<file path="src/rtl/avalon_rect_fill_master.sv">
// CSR-programmed Avalon-MM write master filling a rectangle of frame memory with a pattern.
// Latency: first write one cycle after START, then one pixel per accepted cycle; CSR reads one cycle.
// Backpressure: master_waitrequest freezes address/data/write and all progress until the write is accepted.
module avalon_rect_fill_master #(
    parameter int MASTER_ADDRESSWIDTH = 32,
    parameter int DATAWIDTH = 32,
    parameter int SLAVE_ADDRESSWIDTH = 3,
    parameter int DIMWIDTH = 16,
    parameter int CHECK_LOG2 = 3,
    parameter logic [MASTER_ADDRESSWIDTH-1:0] DEFAULT_BASE = 32'h08000000
) (
    input  logic                           clk,
    input  logic                           reset,
    input  logic [SLAVE_ADDRESSWIDTH-1:0]  slave_address,
    input  logic [DATAWIDTH-1:0]           slave_writedata,
    input  logic                           slave_write,
    input  logic                           slave_read,
    input  logic                           slave_chipselect,
    output logic [DATAWIDTH-1:0]           slave_readdata,
    output logic [MASTER_ADDRESSWIDTH-1:0] master_address,
    output logic [DATAWIDTH-1:0]           master_writedata,
    output logic                           master_write,
    output logic                           master_read,
    input  logic                           master_waitrequest,
    output logic                           busy,
    output logic                           irq
);

    localparam logic [SLAVE_ADDRESSWIDTH-1:0] A_CTRL   = SLAVE_ADDRESSWIDTH'(0);
    localparam logic [SLAVE_ADDRESSWIDTH-1:0] A_STATUS = SLAVE_ADDRESSWIDTH'(1);
    localparam logic [SLAVE_ADDRESSWIDTH-1:0] A_BASE   = SLAVE_ADDRESSWIDTH'(2);
    localparam logic [SLAVE_ADDRESSWIDTH-1:0] A_DIM    = SLAVE_ADDRESSWIDTH'(3);
    localparam logic [SLAVE_ADDRESSWIDTH-1:0] A_STRIDE = SLAVE_ADDRESSWIDTH'(4);
    localparam logic [SLAVE_ADDRESSWIDTH-1:0] A_COLOR0 = SLAVE_ADDRESSWIDTH'(5);
    localparam logic [SLAVE_ADDRESSWIDTH-1:0] A_COLOR1 = SLAVE_ADDRESSWIDTH'(6);
    localparam logic [SLAVE_ADDRESSWIDTH-1:0] A_COUNT  = SLAVE_ADDRESSWIDTH'(7);

    typedef enum logic {S_IDLE, S_WRITE} state_t;

    state_t                         state_q, state_d;
    logic [1:0]                     mode_q, mode_d;
    logic                           irq_en_q, irq_en_d;
    logic [1:0]                     run_mode_q, run_mode_d;
    logic                           done_q, done_d;
    logic                           aborted_q, aborted_d;
    logic                           abort_pend_q, abort_pend_d;
    logic [MASTER_ADDRESSWIDTH-1:0] base_q, base_d;
    logic [DIMWIDTH-1:0]            width_q, width_d;
    logic [DIMWIDTH-1:0]            height_q, height_d;
    logic [DATAWIDTH-1:0]           stride_q, stride_d;
    logic [DATAWIDTH-1:0]           color0_q, color0_d;
    logic [DATAWIDTH-1:0]           color1_q, color1_d;
    logic [DATAWIDTH-1:0]           count_q, count_d;
    logic [DIMWIDTH-1:0]            x_q, x_d;
    logic [DIMWIDTH-1:0]            y_q, y_d;
    logic [MASTER_ADDRESSWIDTH-1:0] row_base_q, row_base_d;
    logic                           master_write_q, master_write_d;
    logic [MASTER_ADDRESSWIDTH-1:0] master_address_q, master_address_d;
    logic [DATAWIDTH-1:0]           master_writedata_q, master_writedata_d;
    logic [DATAWIDTH-1:0]           slave_readdata_q, slave_readdata_d;

    logic                           csr_wr, csr_rd, wr_ctrl, start_req, abort_req;
    logic                           accept, abort_now, x_last, y_last;
    logic [DIMWIDTH-1:0]            nx, ny;
    logic [MASTER_ADDRESSWIDTH-1:0] nrb;
    logic [DATAWIDTH-1:0]           rd_mux;

    function automatic logic [DATAWIDTH-1:0] pattern(
        input logic [1:0]           m,
        input logic [DIMWIDTH-1:0]  px,
        input logic [DIMWIDTH-1:0]  py,
        input logic [DATAWIDTH-1:0] c0,
        input logic [DATAWIDTH-1:0] c1
    );
        logic [DIMWIDTH-1:0] t;
        t = px ^ py;
        case (m)
            2'd0:    return c0;
            2'd1:    return t[CHECK_LOG2] ? c1 : c0;
            2'd2:    return py[0] ? c1 : c0;
            default: return c0 + DATAWIDTH'(px);
        endcase
    endfunction

    assign csr_wr    = slave_chipselect & slave_write;
    assign csr_rd    = slave_chipselect & slave_read;
    assign wr_ctrl   = csr_wr && (slave_address == A_CTRL);
    assign start_req = wr_ctrl & slave_writedata[0];
    assign abort_req = wr_ctrl & slave_writedata[1];
    assign accept    = (state_q == S_WRITE) & ~master_waitrequest;
    assign abort_now = abort_pend_q | abort_req;

    // Next pixel position in raster order, used when the current write is accepted.
    assign x_last = (x_q == width_q - DIMWIDTH'(1));
    assign y_last = (y_q == height_q - DIMWIDTH'(1));
    assign nx     = x_last ? '0 : x_q + DIMWIDTH'(1);
    assign ny     = x_last ? y_q + DIMWIDTH'(1) : y_q;
    assign nrb    = x_last ? row_base_q + MASTER_ADDRESSWIDTH'(stride_q) : row_base_q;

    always_comb begin
        rd_mux = '0;
        case (slave_address)
            A_CTRL:   rd_mux[4:2] = {irq_en_q, mode_q};
            A_STATUS: rd_mux[2:0] = {aborted_q, done_q, busy};
            A_BASE:   rd_mux = DATAWIDTH'(base_q);
            A_DIM: begin
                rd_mux[DIMWIDTH-1:0]  = width_q;
                rd_mux[16 +: DIMWIDTH] = height_q;
            end
            A_STRIDE: rd_mux = stride_q;
            A_COLOR0: rd_mux = color0_q;
            A_COLOR1: rd_mux = color1_q;
            A_COUNT:  rd_mux = count_q;
            default:  rd_mux = '0;
        endcase
    end

    always_comb begin
        state_d            = state_q;
        mode_d             = mode_q;
        irq_en_d           = irq_en_q;
        run_mode_d         = run_mode_q;
        done_d             = done_q;
        aborted_d          = aborted_q;
        abort_pend_d       = abort_pend_q;
        base_d             = base_q;
        width_d            = width_q;
        height_d           = height_q;
        stride_d           = stride_q;
        color0_d           = color0_q;
        color1_d           = color1_q;
        count_d            = count_q;
        x_d                = x_q;
        y_d                = y_q;
        row_base_d         = row_base_q;
        master_write_d     = master_write_q;
        master_address_d   = master_address_q;
        master_writedata_d = master_writedata_q;
        slave_readdata_d   = csr_rd ? rd_mux : slave_readdata_q;

        if (wr_ctrl) begin
            mode_d   = slave_writedata[3:2];
            irq_en_d = slave_writedata[4];
        end
        if (csr_wr && slave_address == A_STATUS && slave_writedata[1]) begin
            done_d    = 1'b0;
            aborted_d = 1'b0;
        end
        // Geometry and colours are frozen for the whole fill.
        if (csr_wr && state_q == S_IDLE) begin
            case (slave_address)
                A_BASE:   base_d = MASTER_ADDRESSWIDTH'(slave_writedata);
                A_DIM: begin
                    width_d  = slave_writedata[DIMWIDTH-1:0];
                    height_d = slave_writedata[16 +: DIMWIDTH];
                end
                A_STRIDE: stride_d = slave_writedata;
                A_COLOR0: color0_d = slave_writedata;
                A_COLOR1: color1_d = slave_writedata;
                default: ;
            endcase
        end

        case (state_q)
            S_IDLE: begin
                if (start_req) begin
                    done_d       = 1'b0;
                    aborted_d    = 1'b0;
                    abort_pend_d = 1'b0;
                    count_d      = '0;
                    if (width_q == '0 || height_q == '0) begin
                        done_d = 1'b1;
                    end else begin
                        run_mode_d         = slave_writedata[3:2];
                        x_d                = '0;
                        y_d                = '0;
                        row_base_d         = base_q;
                        master_write_d     = 1'b1;
                        master_address_d   = base_q;
                        master_writedata_d = pattern(slave_writedata[3:2], '0, '0,
                                                     color0_q, color1_q);
                        state_d            = S_WRITE;
                    end
                end
            end
            S_WRITE: begin
                if (accept) begin
                    count_d = count_q + DATAWIDTH'(1);
                    if ((x_last && y_last) || abort_now) begin
                        state_d        = S_IDLE;
                        master_write_d = 1'b0;
                        done_d         = 1'b1;
                        aborted_d      = abort_now;
                        abort_pend_d   = 1'b0;
                    end else begin
                        x_d                = nx;
                        y_d                = ny;
                        row_base_d         = nrb;
                        master_address_d   = nrb + MASTER_ADDRESSWIDTH'({nx, 2'b00});
                        master_writedata_d = pattern(run_mode_q, nx, ny, color0_q, color1_q);
                    end
                end else if (abort_req) begin
                    abort_pend_d = 1'b1;
                end
            end
            default: state_d = S_IDLE;
        endcase
    end

    always_ff @(posedge clk) begin
        if (reset) begin
            state_q            <= S_IDLE;
            mode_q             <= '0;
            irq_en_q           <= 1'b0;
            run_mode_q         <= '0;
            done_q             <= 1'b0;
            aborted_q          <= 1'b0;
            abort_pend_q       <= 1'b0;
            base_q             <= DEFAULT_BASE;
            width_q            <= '0;
            height_q           <= '0;
            stride_q           <= '0;
            color0_q           <= '0;
            color1_q           <= '0;
            count_q            <= '0;
            x_q                <= '0;
            y_q                <= '0;
            row_base_q         <= '0;
            master_write_q     <= 1'b0;
            master_address_q   <= '0;
            master_writedata_q <= '0;
            slave_readdata_q   <= '0;
        end else begin
            state_q            <= state_d;
            mode_q             <= mode_d;
            irq_en_q           <= irq_en_d;
            run_mode_q         <= run_mode_d;
            done_q             <= done_d;
            aborted_q          <= aborted_d;
            abort_pend_q       <= abort_pend_d;
            base_q             <= base_d;
            width_q            <= width_d;
            height_q           <= height_d;
            stride_q           <= stride_d;
            color0_q           <= color0_d;
            color1_q           <= color1_d;
            count_q            <= count_d;
            x_q                <= x_d;
            y_q                <= y_d;
            row_base_q         <= row_base_d;
            master_write_q     <= master_write_d;
            master_address_q   <= master_address_d;
            master_writedata_q <= master_writedata_d;
            slave_readdata_q   <= slave_readdata_d;
        end
    end

    assign slave_readdata   = slave_readdata_q;
    assign master_address   = master_address_q;
    assign master_writedata = master_writedata_q;
    assign master_write     = master_write_q;
    assign master_read      = 1'b0;
    assign busy             = (state_q == S_WRITE);
    assign irq              = done_q & irq_en_q;

endmodule
</file>
<file path="config.mk">
export PLATFORM = sky130hd
export DESIGN_NAME = avalon_rect_fill_master
export DESIGN_NICKNAME = d
export VERILOG_FILES = /design/src/rtl/avalon_rect_fill_master.sv
export SDC_FILE = /design/constraint.sdc
export NUM_CORES = 1
export LEC_CHECK = 0
export BUFFER_PORTS_ARGS = -buffer_cell sky130_fd_sc_hd__clkbuf_2
export CORE_MARGIN = 2
export CORE_UTILIZATION = 40
export DETAILED_ROUTE_END_ITERATION = 12
export GPL_ROUTABILITY_DRIVEN = 0
export PLACE_DENSITY_LB_ADDON = 0.2
export SLEW_MARGIN = 30
export SYNTH_ARGS = -nofsm -noshare
export SYNTH_HDL_FRONTEND = slang
export SYNTH_SLANG_ARGS = --single-unit
</file>
<file path="constraint.sdc">
create_clock -name clk -period 8.33 [get_ports clk]
set_input_delay 1.2495 -clock clk [delete_from_list [all_inputs] [get_ports clk]]
set_output_delay 1.2495 -clock clk [all_outputs]
set_load 0.005 [all_outputs]
</file>
==> metrics.txt <==
#FFs+latches synth=360; Ys Warns=0; die footprint=0.0548 mm2; Die X=234 um; first-pass iteration count of the detailed router=5; Syn Nets=2914; power density over the cells=165 mW/mm2; Worst Max-Slew Pin Slew=1.02 ns; area of the core=0.0524 mm2; clk_skew=0.0147 ns; clk_lat worst skew=0.58 ns; Initial Utilization=40.4%; die height=234 um; hold path startpoint=master_address[25]$_SDFFE_PP0P_; drt wl/cell=23.2 um; maximum VDD drop=0.138 mV; Placed Instance Area=0.0222 mm2; CP Max Fanout=16; R2R cell count=22; Synth cell types=101; Post-Layout Inst Area=0.0237 mm2; DP HPWL=58.8 mm; post-CTS sizing=0; CTS Hold Bufs=0; Overall Global Routing Usage=29.1%; Final Max Slew Viols=0; Rows=84; Fillers=5132; setup TNS=0 ns; crit path DAT=6.84 ns; outcome=complete, no violations; CP startpoint kind=register; hold endpoint=master_address[25]$_SDFFE_PP0P_; most used flip-flop cell after synthesis=dfxtp_1; Worst Setup End Kind=register; Reg area=0.00721 mm2; Place WS=2.17 ns; min cycle time layout=6.42 ns; starting DRC count in detailed routing=2434; slowest stage delay, CP=0.88 ns; Post-Syn Instances=2801; Post CTS Setup Buffer Count=0; Routed WL=82.1 mm; Post-Syn Area=0.0212 mm2; HP Class=register to register; initial antenna violation count=1; Area Growth Syn to Fin=11.8%; number of synthesized flops with an enable pin=0; IO buf count=139; final worst setup slack=1.91 ns; period utilisation layout=77.0%; R2R Path Start=width_q[0]$_SDFFE_PP0P_; htree depth=2; WS Path Type=register to register; Max-Cap Viols=0; slowest stage cell on the critical path=nor4_4; multi-input combinational cell area=0.0131 mm2; share of cells above drive strength 1=10.9%; crit-path cells=inv_1, ha_1, nor3b_2, and2_1, o21ai_0, a31oi_1, nor4_4, nor2_1, ha_1, inv_1, fa_1, nor2b_1, o21a_1, o21ai_0, a2111oi_0, or4_1, o311a_1, and2_1, nand2_1, nor2_1, a2111oi_0, nor4_1; LEAKAGE=0.00837 uW; grt ovf=0; Post-synth ARST share=0%; reg2reg setup slack=1.91 ns; CTS clk-pin slew, worst paths=0.06 ns; drt drc=0; clock root cell=clkbuf_16; via count=21800; TritonCTS clock tree=built; slew margin rel.=31.7%; RSZ-0062 raised after global routing=no; # IOs=141; final hold violation count=0; CTS buffer count=43; reg2reg end=master_writedata[30]$_SDFFE_PP0P_; largest net degree at the start of global routing=130; via count of the first global-routing pass=19800; NumNets Final=2931; Longest Clk Path Bufs=3; Hold Path Depth=2; final antenna-violating net count=0; Avg Inst Size Synth=7.57 um2; CTS sink cnt=360; final core occ=45.2%; mean number of vias per cell=6.17; CP required=8.76 ns; fmax=156 MHz; first-pass GRT wire length=122 mm; Setup Viol. Count Final=0; post-synthesis sequential area ratio=34.0%
worst max-delay path, delay by kind of cell (launching register included):
kind	cells	cell delay, ns
compound gates	7	2.21
fa+ha+maj	3	0.70
buf+inv	2	0.17
flops	1	0.45
simple gates	10	2.74
cells in the final DEF (no fill, tap or decap), types with 10 or more instances in the layout:
cell type	instances
nor4_1	20
and3_1	43
and2_1	17
clkbuf_2	138
nand3_1	56
and4_1	10
nor3_1	47
a31oi_1	40
o21a_1	16
mux2i_1	30
clkbuf_16	44
ha_1	69
inv_1	38
o21ai_0	98
or2_2	10
a311oi_1	28
a221oi_1	11
a211oi_1	50
a22oi_1	116
xnor2_1	79
nor2_1	267
nor2b_1	14
or3_1	15
a21oi_1	354
o211ai_1	15
nor3b_1	14
nand2b_1	15
buf_4	27
dfxtp_1	359
nand2_1	495
nand4_1	26
xor2_1	44
a21o_1	17
Yosys cell counts (10+ instances only):
cell,count,area [um2]
xnor2_1,79,692
o21a_1,16,120
nor2_1,268,1010
nor2b_1,16,100
nor3b_1,14,105
nor4_1,21,131
nand2_1,499,1870
a22oi_1,116,871
buf_2,23,115
dfxtp_1,360,7210
xor2_1,44,385
nand4_1,26,163
mux2i_1,30,300
ha_1,69,863
a21o_1,18,135
or2_2,10,62.6
clkbuf_1,151,567
a31oi_1,40,250
and2_1,18,113
nor3_1,47,235
a221oi_1,11,96.3
nand3_1,56,280
a21oi_1,354,1770
buf_4,11,82.6
o21ai_0,98,490
a211oi_1,50,375
a311oi_1,28,245
and4_1,10,87.6
and3_1,43,269
inv_1,38,143
or3_1,15,93.8
nand2b_1,15,93.8
o211ai_1,15,113
state kept, by name (all words and copies together) (netlist names):
signal,cells
color1_q,32
irq_en_q,1
width_q,16
x_q,16
y_q,16
mode_q,2
abort_pend_q,1
height_q,16
master_address,30
base_q,32
master_write,1
color0_q,32
run_mode_q,2
slave_readdata,32
done_q,1
count_q,32
stride_q,32
aborted_q,1
busy,1
row_base_q,32
master_writedata,32
logic make-up (layout without fill, tap and decap cells):
group	count (synthesis)	after routing	synth area share, %
fa+ha+maj	72	72	4.36
flops	360	360	34.0
other cells	1	2	0.0177
buf+inv	234	283	4.55
compound gates	862	862	25.9
mux	41	41	2.11
xor+xnor	123	123	5.08
simple gates	1108	1108	24.0
routing by layer:
layer | share of wire (%) | global-route usage (%) | up-vias
li1 | - | - | 10100
met1 | 43 | 40.3 | 10500
met2 | 43 | 44.5 | 1072
met3 | 10 | 6.85 | 165
met4 | 3.0 | 9.32 | 2
met5 | 0.016 | 0 | -
power breakdown:
part	internal, uW	leakage, uW	switching, uW	total (uW)
Clock	1170	0.000717	802	1970
Combinational	49.0	0.00475	137	186
Sequential	1730	0.00290	19.5	1750
Total	2950	0.00837	959	3910
metrics by stage:
stage	cells	total power, uW	hold WS, ns
2_1_floorplan	2801	1890	0.444
3_3_place_gp	3460	1970	0.448
3_5_place_dp	3461	1970	0.454
4_1_cts	3538	3920	0.463
5_1_grt	3538	4000	0.483
6_report	3539	3910	0.457
how the worst max path moves through the flow:
stage,from,slack [ns],depth (start not counted),end
2_1_floorplan,width_q[0]$_SDFFE_PP0P_,2.49,26,master_writedata[22]$_SDFFE_PP0P_
4_1_cts,width_q[0]$_SDFFE_PP0P_,2.09,22,master_writedata[30]$_SDFFE_PP0P_
3_5_place_dp,width_q[0]$_SDFFE_PP0P_,2.17,22,master_writedata[30]$_SDFFE_PP0P_
3_3_place_gp,width_q[0]$_SDFFE_PP0P_,2.38,20,master_writedata[28]$_SDFFE_PP0P_
5_1_grt,width_q[0]$_SDFFE_PP0P_,1.35,22,master_writedata[30]$_SDFFE_PP0P_
6_report,width_q[0]$_SDFFE_PP0P_,1.91,22,master_writedata[30]$_SDFFE_PP0P_
cell type report:
class | count | area share, %
multi-input combinational | 2207 | 55.2
sequential | 360 | 30.4
clock buffer | 59 | 5.22
timing repair buffer | 168 | 3.94
tap | 688 | 3.63
clock inverter | 18 | 0.919
inverter | 38 | 0.602
antenna | 1 | 0.0106
No activity file was read; power rests on OpenSTA's default activity.
